$ cat config.mk
export PLATFORM = sky130hd
export DESIGN_NAME = sort_frame_collector
export DESIGN_NICKNAME = d
export VERILOG_FILES = /design/src/rtl/sort_pkg.sv /design/src/rtl/sort_idle_timer.sv /design/src/rtl/sort_frame_collector.sv
export SDC_FILE = /design/constraint.sdc
export NUM_CORES = 1
export LEC_CHECK = 0
export ABC_AREA = 1
export ABC_CLOCK_PERIOD_IN_PS = 3200
export CAP_MARGIN = 15
export CORE_UTILIZATION = 25
export CTS_CLUSTER_SIZE = 20
export DETAILED_ROUTE_END_ITERATION = 6
export GPL_TIMING_DRIVEN = 0
export MAX_ROUTING_LAYER = met4
export PLACE_DENSITY = 0.54
export SLEW_MARGIN = 20
export SYNTH_ARGS = -nofsm -noshare
export SYNTH_HDL_FRONTEND = slang
export SYNTH_HIERARCHICAL = 1
export SYNTH_SLANG_ARGS = --single-unit
$ cat constraint.sdc
create_clock -name clk -period 3.2 [get_ports clk]
set_input_delay 0.8 -clock clk [delete_from_list [all_inputs] [get_ports clk]]
set_output_delay 0.8 -clock clk [all_outputs]
set_load 0.02 [all_outputs]
$ cat src/rtl/sort_pkg.sv
// Shared constants and types for the 4-input sorter and its frame collector.
package sort_pkg;

  localparam int SORT_W = 8;
  localparam int SORT_N = 4;

  localparam logic [SORT_W-1:0] SORT_PAD = 8'hFF;

  typedef enum logic [1:0] {
    IDLE    = 2'd0,
    COLLECT = 2'd1,
    HOLD    = 2'd2
  } sort_state_t;

endpackage

$ cat src/rtl/sort_idle_timer.sv
// Loadable saturating up-counter with synchronous clear and a terminal-count flag.
module sort_idle_timer #(
  parameter int WIDTH = 5,
  parameter int SAT   = 16,
  parameter int TERM  = 15
) (
  input  logic             clk,
  input  logic             reset,
  input  logic             clear,
  input  logic             load,
  input  logic [WIDTH-1:0] load_value,
  input  logic             enable,
  output logic             terminal
);

  localparam logic [WIDTH-1:0] SAT_V  = WIDTH'(SAT);
  localparam logic [WIDTH-1:0] TERM_V = WIDTH'(TERM);

  logic [WIDTH-1:0] count;

  // Clear has priority over load; counting stops at SAT instead of wrapping.
  always_ff @(posedge clk) begin
    if (!reset) begin
      count <= '0;
    end else if (clear) begin
      count <= '0;
    end else if (load) begin
      count <= load_value;
    end else if (enable && (count != SAT_V)) begin
      count <= count + WIDTH'(1);
    end
  end

  assign terminal = (count == TERM_V);

endmodule

$ cat src/rtl/sort_frame_collector.sv
// Packs a valid/ready byte stream into 4-slot frames for the sorter, padding
// a stalled partial frame with PAD once it has sat idle for TIMEOUT cycles.
module sort_frame_collector
  import sort_pkg::*;
#(
  parameter int           W       = SORT_W,
  parameter int           TIMEOUT = 16,
  parameter logic [W-1:0] PAD     = W'(SORT_PAD)
) (
  input  logic         clk,
  input  logic         reset,
  input  logic [W-1:0] in_data,
  input  logic         in_valid,
  output logic         in_ready,
  output logic [W-1:0] a,
  output logic [W-1:0] b,
  output logic [W-1:0] c,
  output logic [W-1:0] d,
  output logic         frm_valid,
  input  logic         frm_ready,
  output logic         frm_padded,
  output logic [1:0]   pad_cnt
);

  localparam int TW   = (TIMEOUT > 0) ? $clog2(TIMEOUT + 1) : 1;
  localparam int TERM = (TIMEOUT > 0) ? TIMEOUT - 1 : 0;

  sort_state_t  state, next_state;
  logic [1:0]   idx;
  logic [W-1:0] slot [SORT_N];
  logic         accept;
  logic         timeout_fire;
  logic         idle_clear;
  logic         idle_enable;
  logic         idle_terminal;

  assign in_ready = reset && (state != HOLD);
  assign accept   = in_valid && in_ready;

  // The timer only runs while a partial frame waits; any accept restarts it.
  assign idle_clear   = accept || (state != COLLECT);
  assign idle_enable  = (state == COLLECT);
  assign timeout_fire = (TIMEOUT > 0) && (state == COLLECT) && !accept && idle_terminal;

  sort_idle_timer #(
    .WIDTH (TW),
    .SAT   (TIMEOUT),
    .TERM  (TERM)
  ) u_idle_timer (
    .clk        (clk),
    .reset      (reset),
    .clear      (idle_clear),
    .load       (1'b0),
    .load_value ('0),
    .enable     (idle_enable),
    .terminal   (idle_terminal)
  );

  always_comb begin
    next_state = state;
    case (state)
      IDLE:    if (accept) next_state = COLLECT;
      COLLECT: if ((accept && (idx == 2'd3)) || timeout_fire) next_state = HOLD;
      HOLD:    if (frm_ready) next_state = IDLE;
      default: next_state = IDLE;
    endcase
  end

  // Accept beats timeout, so a byte landing on the terminal cycle completes the frame unpadded.
  always_ff @(posedge clk) begin
    if (!reset) begin
      state      <= IDLE;
      idx        <= 2'd0;
      frm_padded <= 1'b0;
      pad_cnt    <= 2'd0;
      for (int i = 0; i < SORT_N; i++) slot[i] <= '0;
    end else begin
      state <= next_state;
      case (state)
        IDLE, COLLECT: begin
          if (accept) begin
            slot[idx]  <= in_data;
            idx        <= idx + 2'd1;
            frm_padded <= 1'b0;
            pad_cnt    <= 2'd0;
          end else if (timeout_fire) begin
            for (int i = 0; i < SORT_N; i++) begin
              if (2'(i) >= idx) slot[i] <= PAD;
            end
            idx        <= 2'd0;
            frm_padded <= 1'b1;
            pad_cnt    <= 2'(3'(SORT_N) - {1'b0, idx});
          end
        end
        HOLD: begin
          if (frm_ready) begin
            idx        <= 2'd0;
            frm_padded <= 1'b0;
            pad_cnt    <= 2'd0;
          end
        end
        default: idx <= 2'd0;
      endcase
    end
  end

  assign a         = slot[0];
  assign b         = slot[1];
  assign c         = slot[2];
  assign d         = slot[3];
  assign frm_valid = (state == HOLD);

endmodule

======== Yosys cells after proc, flatten, opt, wreduce, memory -nomap -nowiden ========
Memories as Yosys holds them, arrays and structs flattened.
Cells that the tools add are included.
cells by class
  add/subtract/negate cells ............... 3
  $lt $le $gt $ge ......................... 4
  equality and inequality tests ........... 11
  multiplexer cells ....................... 50
  bitwise operators ....................... 5
  reduce and logical (&&, ||, !) cells .... 17
operator list
  kind                                                               count
  2-to-1 mux 8 bit                                                   5
  2-to-1 mux 1 bit                                                   33
  2-to-1 mux 2 bit                                                   8
  one-hot mux 2 bit (2 select lines)                                 2
  OR reduction 8 bit                                                 1
  logical AND 1 bit                                                  6
  inequality test 2 bit (second input constant)                      3
  one-hot mux 2 bit (3 select lines)                                 1
  AND reduction 3 bit                                                2
  adder 5 x 1 -> 5 bit (second input constant)                       1
  equality test 5 x 4 -> 1 bit (second input constant)               1
  inequality test 5 bit (second input constant)                      1
  equality test 2 bit (second input constant)                        2
  greater-or-equal comparator 1 x 2 -> 1 bit (first input constant)  2
  greater-or-equal comparator 2 bit (first input constant)           2
  inequality test 2 x 1 -> 1 bit (second input constant)             2
  bitwise OR 1 bit                                                   4
  OR reduction 2 bit                                                 2
  inequality test 3 bit (second input constant)                      1
  adder 2 x 1 -> 2 bit (second input constant)                       1
  equality test 2 x 1 -> 1 bit (second input constant)               1
  logical NOT 2 bit                                                  1
  logical OR 1 bit                                                   2
  one-hot mux 1 bit (2 select lines)                                 1
  other kinds (5)                                                    5
storage, ports and cells
  bits in registers ....................... 12
  RAM bits ................................ 32
  input port bits ......................... 12
  output and inout bits ................... 37
  memories ................................ 1
memory list
  name  depth  width  rd ports  clocked after Yosys merged registers in  write ports  line                        source
  slot  4      8      4         0                                        4            sort_frame_collector.sv:30  logic [W-1:0] slot [SORT_N];

======== Longest topological paths before layout ========
Gate-level depths: netlist (run 1).
  depth after elaboration ................. 13
  gate-level depth with buffers ........... 10
  mapped depth without buffers ............ 10

======== Hierarchy ========
Netlist (run 1), hierarchy kept.
modules (own cells, without submodules)
  module                instances  cells each  area each (um2)  seq. area each (um2)
  sort_frame_collector  1          151         1,707.9          1,101.1
  sort_idle_timer       1          57          371.6            100.1

======== Least setup slack after synthesis (run 1) ========
Ideal clock, no wire load.
  path type ............................... input-to-output
  start point ............................. in reset
  end point ............................... out in_ready
  data arrival time ....................... 1,186 ps
  data required time ...................... 2,400 ps
  setup slack ............................. 1,214 ps
  cell stages on the path ................. 2
  buffers on the path ..................... 0
  cells stage by stage .................... inv_1 nor2_1
between the ends
  word-level cells in the longest chain between the ends .. 1
RTL lines
  item               line                        source
  start, declared    sort_frame_collector.sv:11  input logic reset,
  logical AND 1 bit  sort_frame_collector.sv:37  assign in_ready = reset && (state != HOLD);
  end, declared      sort_frame_collector.sv:14  output logic in_ready,
No other way between the ends.

======== Final worst setup path (run 1) ========
Same ends and word-level chain as after synthesis.

==> impl_metrics.ini, run 1 <==
[die]
rows = 32
die-area_um2 = 8690
ios = 49
die_y_um = 93.2
start_util = 0.264
die-width_um = 93.2
core_um2 = 7890

[timing]
setup-tns-final_ns = 0
report.final.hold_viol_count = 0
hold_ws_ns = 0.472
post-route-period-util = 0.919
post-route-min-period_ns = 2.94
maxSlewViolCount = 0
setup_viol = 0
setup_slack_ns = 0.261
worst_pin_slew_ns = 0.831
clock_skew_ns = 0.00772
fmax_mhz = 340
relSlewSlack = 0.443
rsz0062_at_grt = false

[logic_synthesis]
async_flop_share = 0
synth-edff-count = 32
synth_common_cells = o21ai_1 (33), edfxtp_1 (32), nand2_1 (27), inv_1 (25), nor2_1 (15)
yosys_warnings = 6
yosys_most_used_dff = edfxtp_1
yosysMostFrequentCell = o21ai_1
synth_cell_type_count = 26
yosysSeqAreaShare = 0.578
synth_top_area_cell = edfxtp_1
synth.area.top_cells = edfxtp_1 (46%), dfxtp_1 (12%), o21ai_1 (7.9%), nand2_1 (4.9%), ha_1 (4.8%)
synth_top_area_share = 0.462
synthCells = 208
synth_seq_cells = 44
syn_area_um2 = 2080
syn_avg_cell_area_um2 = 10.0

[placed_design]
preCtsSetupSlack_ns = 0.000933
dpl_cell_area_um2 = 2710
port_buffers = 48
place.gp.congestion = 0.772
hpwl_um = 3380

[route]
drt-total-wl_um = 4590
firstDrtPassIters = 4
wire_per_inst_um = 12.4
vias_per_cell = 4.29
antenna_left = 0
routed-via-count = 1590
drtIter0Drc = 60
drc_errors = 0

[grt]
grt_max_degree = 14
grt_pass1_wl_um = 7400
track_usage = 0.114
gr-total-overflow = 0
grt_pass1_vias = 1515
grt_antenna_before_repair = 0

[clock_network]
cts-root-buf = clkbuf_8
clockBufferDepth = 2
numCtsBuffers = 5
worstSkewPairLatency_ns = 0.29
tritoncts = yes
path_clk_slew_ns = 0.08
htree_levels = 2
hold_buffers = 0
cts_sinks = 44

[pwr]
p_total_mw = 1.26
cellPowerDensity_nw_per_um2 = 449
leakage_nw = 1.12
max-vdd-ir-drop_uv = 152

[layout]
diodes = 0
syn_to_final_growth_pct = 35.3
stdcell_area_um2 = 2810
fin_nets = 288
drive_gt1_frac = 0.112

[critical_path]
required_ns = 2.40
max_stage_delay_ns = 0.63
path_buf_inv = 3
endpoint_kind = output port
path_cells = dlygate4sd2_1 -> inv_1 -> nor2_1 -> clkdlybuf4s50_1
startpoint_type = primary input
ff2ff_setup_slack_ns = 0.98
path_delay_family = buffers and inverters
critPathSlowestCell = clkdlybuf4s50_1
cp.arrival_ns = 2.14
setup.worst_path.class = in -> out
critPathMaxFanout = 5

[run_status]
status = complete, no violations

[hold_path]
hold_path_class = reg -> reg

[run]
timing.max_cap.violations = 0
==> worst reg2reg max path, cell delays in order (launching register included) <==
cell,delay [ns]
dfxtp_1,0.41
ha_1,0.20
nand2_1,0.07
nor2_1,0.11
ha_1,0.22
nand3_4,0.15
o211ai_1,0.70
==> layer usage <==
metal,vias up,part of all wire,global-route usage
met5,-,0,-
met4,0,0.024,0.0436
met3,7,0.064,0.0317
met2,57,0.45,0.176
met1,704,0.46,0.141
li1,822,-,-
==> layout by cell type (no fill, tap or decap), drive strengths merged, types with 3 or more instances in the layout <==
| cell type | n |
|---|---|
| o211ai | 4 |
| dfxtp | 12 |
| a21oi | 9 |
| conb | 6 |
| nand2 | 36 |
| inv | 32 |
| nand4 | 3 |
| clkbuf | 7 |
| edfxtp | 32 |
| nand3 | 15 |
| o21ai | 33 |
| nor2 | 16 |
| ha | 8 |
| clkdlybuf4s50 | 47 |
==> kinds of logic after synthesis <==
kind of cell               share of synthesized area
and+or+nand+nor                                0.188
AOI/OAI and AO/OA                              0.123
DFF                                            0.578
buffers and inverters                         0.0620
adders and majority gates                     0.0481
other                                        0.00180
==> per-stage QoR <==
stage / std cells / util
after global routing: 371 / 0.357
final: 371 / 0.357
after floorplan: 213 / -
after detailed placement: 363 / 0.343
after CTS: 371 / 0.357
after global placement: 363 / 0.343
==> timing repair <==
| action | in CTS | in global routing |
|---|---|---|
| resized for setup | 1 | 0 |
| setup endpoints to repair | 1 | 0 |
| buffers inserted | 0 | 0 |
==> path summary, 6_finish.rpt <==
path / start / to / cells after the start
setup / recovery: reset / in_ready / 4
hold / removal: frm_padded / frm_padded / 2
setup reg to reg: u_idle_timer/count[0] / slot[1][2] / 6
hold reg to reg: frm_padded / frm_padded / 2
==> report_power, final <==
part / internal, mW / switching, mW
clock network: 0.232 / 0.185
registers: 0.640 / 0.0126
logic: 0.0794 / 0.114
total: 0.951 / 0.311
==> sequential cells by signal, summed over array words and instances (netlist names) <==
register and cells:
idx 2, slot 32, state 2, u_idle_timer/count 5
frm_padded 1, pad_cnt 2
==> layout make-up <==
type | count | area [um2]
inverters | 32 | 120
clock buffers | 6 | 72.6
flip-flops and latches | 44 | 1200
plain buffers | 2 | 8.76
multi-input cells | 135 | 768
clock inverters | 2 | 35.0
repair buffers | 48 | 479
well taps | 102 | 128
fillers | 818 | 5070
(Power assumes the default switching activity.)
==> run 2: changes to the inputs <==
--- a/config.mk
+++ b/config.mk
@@ -12,6 +12,7 @@
 export CTS_CLUSTER_SIZE = 20
 export DETAILED_ROUTE_END_ITERATION = 6
 export GPL_TIMING_DRIVEN = 0
+export HOLD_SLACK_MARGIN = 0.08
 export MAX_ROUTING_LAYER = met4
 export PLACE_DENSITY = 0.54
 export SLEW_MARGIN = 20
==> results of run 2 <==
Same layout as run 1: the final DEF is identical, and so are final timing and power.
